<file path="src/rtl/display_pkg.sv">
// Shared types and constants for the 7-segment display scheduler.
// Zero suppression helper is used only when SUPRIME_ZEROS_EN is defined.
package display_pkg;

    typedef enum logic [1:0] {
        OCIOSO    = 2'd0,
        MENSAGEM  = 2'd1,
        INTERVALO = 2'd2
    } estado_t;

    localparam logic [3:0]  DIGITO_APAGADO = 4'hA;
    localparam logic [15:0] DADOS_RESET    = 16'hAAAA;

    // Blank leading zero nibbles; the rightmost digit always stays visible.
    function automatic logic [15:0] suprime_zeros(input logic [15:0] d);
        logic [15:0] r;
        logic        lider;
        r     = d;
        lider = 1'b1;
        for (int i = 3; i >= 1; i--) begin
            if (lider && d[i*4 +: 4] == 4'h0) begin
                r[i*4 +: 4] = DIGITO_APAGADO;
            end else begin
                lider = 1'b0;
            end
        end
        return r;
    endfunction

endpackage

</file>
<file path="src/rtl/divisor_tick.sv">
// Modulus counter with synchronous clear; o_tick is high on the
// last count, i.e. in the cycle before the counter wraps to zero.
module divisor_tick #(
    parameter int MODULO = 2
) (
    input  logic clk,
    input  logic rst,
    input  logic i_limpa,
    output logic o_tick
);

    localparam int W = (MODULO > 1) ? $clog2(MODULO) : 1;
    localparam logic [W-1:0] ULTIMO = W'(MODULO - 1);

    logic [W-1:0] r_cnt;

    always_ff @(posedge clk) begin
        if (rst || i_limpa) begin
            r_cnt <= '0;
        end else if (r_cnt == ULTIMO) begin
            r_cnt <= '0;
        end else begin
            r_cnt <= r_cnt + 1'b1;
        end
    end

    assign o_tick = (r_cnt == ULTIMO);

endmodule

</file>
<file path="src/rtl/display_controlador.sv">
// Display scheduler: idle content vs. timed one-shot messages, plus scan clock.
// Define SUPRIME_ZEROS_EN to blank leading zeros of the idle content.
import display_pkg::*;

module display_controlador #(
    parameter int DIV_VARREDURA = 25000,
    parameter int TEMPO_MSG     = 100000000,
    parameter int TEMPO_GAP     = 5000000,
    parameter int DIV_PISCA     = 25000000
) (
    input  logic        clk,
    input  logic        rst,
    input  logic [15:0] dados_ocioso,
    input  logic        msg_valid,
    input  logic [15:0] msg_dados,
    input  logic        msg_pisca,
    output logic        msg_ready,
    output logic [15:0] dados,
    output logic        on_off_DEMUX,
    output logic        clk_varredura,
    output logic        ocupado
);

    localparam int MAX_T = (TEMPO_MSG > TEMPO_GAP) ? TEMPO_MSG : TEMPO_GAP;
    localparam int WT    = (MAX_T > 1) ? $clog2(MAX_T) : 1;
    localparam logic [WT-1:0] CARGA_MSG = WT'(TEMPO_MSG - 1);
    localparam logic [WT-1:0] CARGA_GAP = WT'(TEMPO_GAP - 1);

    estado_t     r_estado;
    logic [WT-1:0] r_cnt;
    logic [15:0] r_dados;
    logic        r_on;
    logic        r_ready;
    logic        r_ocup;
    logic        r_pisca;
    logic        r_fase;
    logic        r_varr;

    estado_t     w_prox_estado;
    logic [WT-1:0] w_prox_cnt;
    logic [15:0] w_prox_dados;
    logic        w_prox_on;
    logic        w_prox_ready;
    logic        w_prox_ocup;
    logic        w_prox_pisca;
    logic        w_prox_fase;

    logic [15:0] w_idle;
    logic        w_aceita;
    logic        w_tick_varr;
    logic        w_tick_pisca;

`ifdef SUPRIME_ZEROS_EN
    assign w_idle = suprime_zeros(dados_ocioso);
`else
    assign w_idle = dados_ocioso;
`endif

    assign w_aceita = msg_valid && r_ready;

    divisor_tick #(.MODULO(DIV_VARREDURA)) u_varredura (
        .clk     (clk),
        .rst     (rst),
        .i_limpa (1'b0),
        .o_tick  (w_tick_varr)
    );

    // Held in clear outside MENSAGEM so every message starts in the on phase.
    divisor_tick #(.MODULO(DIV_PISCA)) u_pisca (
        .clk     (clk),
        .rst     (rst),
        .i_limpa (r_estado != MENSAGEM),
        .o_tick  (w_tick_pisca)
    );

    always_ff @(posedge clk) begin
        if (rst) begin
            r_varr <= 1'b0;
        end else if (w_tick_varr) begin
            r_varr <= ~r_varr;
        end
    end

    always_comb begin
        w_prox_estado = r_estado;
        w_prox_cnt    = r_cnt;
        w_prox_dados  = r_dados;
        w_prox_on     = r_on;
        w_prox_ready  = r_ready;
        w_prox_ocup   = r_ocup;
        w_prox_pisca  = r_pisca;
        w_prox_fase   = r_fase;
        unique case (r_estado)
            OCIOSO: begin
                w_prox_dados = w_idle;
                w_prox_on    = 1'b1;
                w_prox_ready = 1'b1;
                w_prox_ocup  = 1'b0;
                if (w_aceita) begin
                    w_prox_estado = MENSAGEM;
                    w_prox_cnt    = CARGA_MSG;
                    w_prox_dados  = msg_dados;
                    w_prox_pisca  = msg_pisca;
                    w_prox_fase   = 1'b0;
                    w_prox_ready  = 1'b0;
                    w_prox_ocup   = 1'b1;
                end
            end
            MENSAGEM: begin
                w_prox_fase = r_fase ^ w_tick_pisca;
                w_prox_on   = !r_pisca || !(r_fase ^ w_tick_pisca);
                if (r_cnt == '0) begin
                    w_prox_estado = INTERVALO;
                    w_prox_cnt    = CARGA_GAP;
                    w_prox_on     = 1'b0;
                end else begin
                    w_prox_cnt = r_cnt - 1'b1;
                end
            end
            INTERVALO: begin
                w_prox_on = 1'b0;
                if (r_cnt == '0) begin
                    w_prox_estado = OCIOSO;
                    w_prox_dados  = w_idle;
                    w_prox_on     = 1'b1;
                    w_prox_ready  = 1'b1;
                    w_prox_ocup   = 1'b0;
                end else begin
                    w_prox_cnt = r_cnt - 1'b1;
                end
            end
            default: begin
                w_prox_estado = OCIOSO;
            end
        endcase
    end

    always_ff @(posedge clk) begin
        if (rst) begin
            r_estado <= OCIOSO;
            r_cnt    <= '0;
            r_dados  <= DADOS_RESET;
            r_on     <= 1'b0;
            r_ready  <= 1'b0;
            r_ocup   <= 1'b0;
            r_pisca  <= 1'b0;
            r_fase   <= 1'b0;
        end else begin
            r_estado <= w_prox_estado;
            r_cnt    <= w_prox_cnt;
            r_dados  <= w_prox_dados;
            r_on     <= w_prox_on;
            r_ready  <= w_prox_ready;
            r_ocup   <= w_prox_ocup;
            r_pisca  <= w_prox_pisca;
            r_fase   <= w_prox_fase;
        end
    end

    assign dados         = r_dados;
    assign on_off_DEMUX  = r_on;
    assign msg_ready     = r_ready;
    assign ocupado       = r_ocup;
    assign clk_varredura = r_varr;

endmodule

</file>
<file path="config.mk">
export PLATFORM = sky130hd
export DESIGN_NAME = display_controlador
export DESIGN_NICKNAME = d
export VERILOG_FILES = /design/src/rtl/display_pkg.sv /design/src/rtl/divisor_tick.sv /design/src/rtl/display_controlador.sv
export SDC_FILE = /design/constraint.sdc
export NUM_CORES = 1
export LEC_CHECK = 0
export ABC_CLOCK_PERIOD_IN_PS = 2500
export CAP_MARGIN = 20
export CORE_MARGIN = 2
export CORE_UTILIZATION = 40
export DETAILED_ROUTE_END_ITERATION = 8
export SYNTH_ARGS = -nofsm -noshare
export SYNTH_HDL_FRONTEND = slang
export SYNTH_SLANG_ARGS = --single-unit
</file>
<file path="constraint.sdc">
create_clock -name clk -period 2.5 [get_ports clk]
set_clock_uncertainty 0.2 [all_clocks]
set_input_delay 0.25 -clock clk [delete_from_list [all_inputs] [get_ports clk]]
set_output_delay 0.25 -clock clk [all_outputs]
set_load 0.01 [all_outputs]
</file>
==> results of run 1 <==
where the power goes:
| group | switching, mW | total, mW | internal (mW) |
|---|---|---|---|
| Clock | 0.604 | 1.49 | 0.883 |
| Sequential | 0.0884 | 1.63 | 1.54 |
| Combinational | 0.564 | 1.07 | 0.501 |
| Total | 1.26 | 4.18 | 2.92 |
registers in the layout (all words and copies together), names as in the netlist:
register / flops
msg_ready: 1
r_cnt: 27
clk_varredura: 1
ocupado: 1
r_fase: 1
u_varredura.r_cnt: 15
r_pisca: 1
r_estado: 2
on_off_DEMUX: 1
u_pisca.r_cnt: 25
dados: 16
final cells by class:
| cell class | instances | area [um2] |
|---|---|---|
| clock buffer | 9 | 225.2 |
| clock inverter | 7 | 96.34 |
| fill | 1048 | 5218 |
| inverter | 16 | 60.06 |
| multi-input combinational | 419 | 2675 |
| sequential | 91 | 1822 |
| tap | 143 | 178.9 |
| timing repair buffer | 119 | 1046 |
stage by stage:
step / instance area (um2) / instances / setup TNS [ps]
global route: 6103 / 804 / 0
detailed placement: 5658 / 782 / -279.3
finish: 6103 / 804 / 0
CTS: 5992 / 798 / 0
floorplan: 4596 / 548 / 0
global placement: 5658 / 782 / 0
cell usage in the layout (no fill, tap or decap), drive strengths merged, types with 6 or more instances in the layout:
master / instances
nand2: 59
a21oi: 22
o32ai: 6
inv: 18
a211oi: 6
xor2: 26
ha: 8
a222oi: 8
clkdlybuf4s50: 54
clkbuf: 9
a221oi: 8
a31oi: 8
nand4: 11
nor3: 20
nand3: 28
buf: 65
nor4: 14
xnor2: 17
or2: 7
dfxtp: 91
and3: 8
o21ai: 23
nor2: 95
worst register-to-register path, delay by kind of cell (launching register included):
family	cells	cell delay (ps)
AND/OR/NAND/NOR	3	710
buffers and inverters	3	420
flip-flops	1	410
adder cells (fa/ha/maj)	1	210
AO/OA/AOI/OAI	2	320
cell families after synthesis:
| kind of cell | count (synthesis) | synth area share |
|---|---|---|
| buffers and inverters | 38 | 0.03702 |
| multiplexers | 2 | 0.004628 |
| adder cells (fa/ha/maj) | 8 | 0.02178 |
| flip-flops | 91 | 0.3964 |
| AO/OA/AOI/OAI | 105 | 0.1710 |
| XOR/XNOR | 43 | 0.08195 |
| AND/OR/NAND/NOR | 261 | 0.2872 |
worst paths after layout:
| path | start | end | slack [ps] | cells past startpoint |
|---|---|---|---|---|
| worst max register to register | r_estado[0] | r_cnt[13] | 90 | 9 |
| worst min-delay path | rst | r_cnt[8] | 200 | 5 |
| worst min register to register | dados[7] | dados[7] | 240 | 2 |
| worst max-delay path | r_estado[0] | r_cnt[13] | 90 | 9 |
repair_timing:
item	CTS	global route
buffers inserted	0	5
pin swaps	0	7
resized for setup	2	15
setup endpoints to repair	9	40
per-layer routing:
layer,up-vias,track usage,wire [um]
met4,0,0.07490,289
met3,28,0.05303,582
met1,2125,0.2633,5660
met2,100,0.3504,6231
li1,2180,-,-
met5,-,0,0
==> reports/results.txt, run 1 <==
Top-count cell post-synth: nor2_1
Nets: 700
Final WL: 12760 um
Post-synth EDFFs: 0
Period utilization: 0.9637
Mapped Avg Cell Area: 8.386 um2
Routed vias: 4433
Hold_buf cts: 0
FP Rows: 39
Sink Count: 91
Initial antenna violation count: 0
Skew-Pair Late Insertion Delay: 350 ps
Worst-path fanout max: 4
Hold WC Path Type: in -> reg
Register area share after synthesis: 0.3964
Synth top area share: 0.3964
DR WL/cell: 15.87 um
Fin worst setup slack: 90.78 ps
RSZ-0062 raised after global routing: false
Root Driver: clkbuf_16
IO buf count: 55
Antenna Cells: 0
Critical path type: reg -> reg
F_max: 415.1 MHz
Core area: 11320 um2
Critical Path RT: 2510 ps
Post-synth ARST share: 0
DP Worst Slack: -50.06 ps
RD Place Congestion: 0.9311
Top cells by area, synth: dfxtp_1, nor2_1, xor2_1
Yosys reg bits: 91
Remaining DRCs: 0
Die height: 111.2 um
Crit path cell chain: inv_1 > ha_1 > a21boi_1 > buf_4 > nor2_1 > nand2_1 > buf_4 > nor2_1 > a211oi_1
Max clock buf depth: 2
Violation count after the first detailed-route iteration: 433
Synthesis-to-finish area growth: 32.81%
CTS clk-pin slew, worst paths: 70 ps
Main synth FF type: dfxtp_1
Avg Vias per Cell: 5.514
Status: completed
Global-route wire length before repair: 21090 um
CTS tree: built
Slew HR: 0.6224
Synth cell types: 74
GRT overflow: 0
Maximum vdd drop: 0.7550 mV
Worst stage delay on the critical path: 410 ps
CTS HTree Levels: 3
Number of buffers created by CTS: 9
Slowest CP cell: dfxtp_1
Commonest cells post-synth: nor2_1, dfxtp_1, nand2_1
IO Pins: 56
Yosys Warn Count: 0
Arrival @ worst endpoint: 2420 ps
Max-slew violation count: 0
Critical Path Sink Type: register
Fin. Hold Viols: 0
DR pass1 iterations: 5
Leakage: 2.290 nW
Crit path time final: 2409 ps
Max Cap Violations: 0
Vias in the first global route: 4295
Final setup vio count: 0
DRT antenna net count: 0
Post-synth top area cell: dfxtp_1
Starting density of the core: 0.4059
Syn Inst Count: 548
CP Launch Type: register
Syn nets: 592
Kind of cell with the highest combined delay on the critical path: simple AND/OR/NAND/NOR gates
Total design power: 4.181 mW
DP HPWL: 9344 um
Util after Layout: 0.5391
Total GRT Usage: 0.2100
Worst hold margin: 200.6 ps
Die width: 111.2 um
Pin count of the biggest net entering global routing: 47
Layout cells sized above 1: 0.1800
Total Die Area: 12360 um2
Worst Tran Pin Value: 566.5 ps
Buffer and inverter count on the worst path: 3
Power Density: 685.1 nW/um2
Synthesized cell area: 4596 um2
Power figures use the tool's default switching activity.
==> inputs of run 2 (changes only) <==
Settings changed: GPL_ROUTABILITY_DRIVEN from default to 0.
==> run 2 against run 1 <==
Worst hold slack improved by 1.9 ps; clock-buffer cell count is 1 higher; global-route usage down 0.62 points; register-to-register slack better by 30 ps; worst setup slack improved by 27 ps; first-iteration DRC count decreased by 5.1%; design area is 2.8% lower; critical path depth down 1; combinational power shrank 7%.
==> reports/results.txt, run 2 (synthesized netlist as in run 1, its figures left out) <==
Fin worst setup slack: 118.1 ps (was 90.78 ps)
Worst-path fanout max: 9 (was 4)
Fin. Hold Viols: 0 (unchanged)
Remaining DRCs: 0 (unchanged)
IO Pins: 56 (unchanged)
Initial antenna violation count: 0 (unchanged)
Total design power: 3.944 mW (was 4.181 mW)
Slew HR: 0.6189 (was 0.6224)
Hold path cells: 5 (unchanged)
Register area: 1822 um2 (unchanged)
Max-slew violation count: 0 (unchanged)
Dpl cell area: 5560 um2 (was 5658 um2)
Slowest CP cell: nor3_1 (was dfxtp_1)
Crit path time final: 2382 ps (was 2409 ps)
Number of buffers created by CTS: 9 (unchanged)
DR WL/cell: 15.76 um (was 15.87 um)
Power Density: 664.8 nW/um2 (was 685.1 nW/um2)
Final WL: 12440 um (was 12760 um)
Layout cells sized above 1: 0.1625 (was 0.1800)
Worst stage delay on the critical path: 430 ps (was 410 ps)
Avg Vias per Cell: 5.507 (was 5.514)
# fillers: 1064 (was 1048)
Arrival @ worst endpoint: 2420 ps (about the same)
Design Area, Final: 5933 um2 (was 6103 um2)
Nets: 685 (was 700)
Worst Tran Pin Value: 566.4 ps (was 566.5 ps)
GRT overflow: 0 (unchanged)
Commonest cells after routing, fill and taps aside: nor2_1, dfxtp_1, nand2_1, clkdlybuf4s50_1, buf_4 (was nor2_1, dfxtp_1, buf_4, nand2_1, clkdlybuf4s50_1)
DRT antenna net count: 0 (unchanged)
F_max: 419.8 MHz (was 415.1 MHz)
CTS tree: built (unchanged)
Maximum vdd drop: 0.4938 mV (was 0.7550 mV)
Die width: 111.2 um (unchanged)
Skew-Pair Late Insertion Delay: 350 ps (about the same)
Placed insts: 769 (was 782)
CP Launch Type: register (unchanged)
Total GRT Usage: 0.2039 (was 0.2100)
Status: completed (unchanged)
FP Rows: 39 (unchanged)
Crit path top cell by count: buf_4
Critical Path Sink Type: register (unchanged)
Sink Count: 91 (unchanged)
Starting density of the core: 0.4059 (unchanged)
Max Cap Violations: 0 (unchanged)
Worst R2R Setup Slack: 120 ps (was 90 ps)
Period utilization: 0.9528 (was 0.9637)
CTS HTree Levels: 3 (unchanged)
DP HPWL: 9156 um (was 9344 um)
Final setup vio count: 0 (unchanged)
Crit path cell chain: nor3_1 > nand4_1 > nor3_4 > buf_4 > nor2_2 > buf_4 > o211a_1 > o22a_1 (was inv_1 > ha_1 > a21boi_1 > buf_4 > nor2_1 > nand2_1 > buf_4 > nor2_1 > a211oi_1)
Global-route wire length before repair: 20380 um (was 21090 um)
Synthesis-to-finish area growth: 29.10% (was 32.81%)
DR pass1 iterations: 8 (was 5)
IO buf count: 55 (unchanged)
Area occupied by multi-input gates: 2655 um2 (was 2675 um2)
Worst hold margin: 202.5 ps (was 200.6 ps)
Routed vias: 4345 (was 4433)
Total Die Area: 12360 um2 (unchanged)
Antenna Cells: 0 (unchanged)
Max FFs per register: 27 (unchanged)
Die height: 111.2 um (unchanged)
Pin count of the biggest net entering global routing: 47 (unchanged)
Util after Layout: 0.5241 (was 0.5391)
Largest reg by FF count: r_cnt (unchanged)
Critical path type: reg -> reg (unchanged)
Leakage: 2.190 nW (was 2.290 nW)
Critical Path RT: 2540 ps (was 2510 ps)
Core area: 11320 um2 (unchanged)
CTS clk-pin slew, worst paths: 70 ps (about the same)
Root Driver: clkbuf_16 (unchanged)
Reg2Reg Depth: 8 (was 9)
Violation count after the first detailed-route iteration: 411 (was 433)
Vias in the first global route: 4145 (was 4295)
Non-filler cells, final: 789 (was 804)
Max clock buf depth: 2 (unchanged)
Hold WC Path Type: in -> reg (unchanged)
Fin Setup TNS: 0 ps (unchanged)
DP Worst Slack: -17.86 ps (was -50.06 ps)
-- run 2: path summary, 6_finish.rpt --
kind         startpoint        end
max           r_cnt[21]  r_cnt[22]
min                 rst   r_cnt[8]
max reg2reg   r_cnt[21]  r_cnt[22]
min reg2reg    dados[1]   dados[1]
-- run 2: where the power goes --
group          internal (mW)  leakage [nW]  total (mW)  switching, mW
sequential              1.54         0.744        1.63         0.0908
clock                  0.712         0.137        1.32          0.608
combinational          0.460          1.31       0.994          0.534
-- run 2: per-layer routing --
| metal | track usage | part of all wire |
|---|---|---|
| met1 | 0.2633 | 0.44 |
| met2 | 0.3394 | 0.50 |
| met3 | 0.04538 | 0.047 |
| met5 | 0 | 0 |
| met4 | 0.06420 | 0.013 |
-- run 2: area by class of cell --
type                    instances  share of cell area
inverters                      16             0.01012
multi-input cells             419              0.4475
well taps                     143             0.03016
flip-flops and latches         91              0.3070
clock buffers                  10             0.04028
clock inverters                 6            0.008224
repair buffers                104              0.1567
-- run 2: timing repair --
action,4_1_cts,5_1_grt
cloned,0,0
gates resized for setup,2,15
hold buffers,0,0
endpoints found under the setup margin,10,40
buffers inserted,0,3
pin swaps,0,5
-- run 2: critical path: cells and delay by family (launching register included) --
kind | cells | cell delay (ps)
DFF | 1 | 350
and+or+nand+nor | 4 | 1070
buffers and inverters | 2 | 350
AOI/OAI and AO/OA | 2 | 290
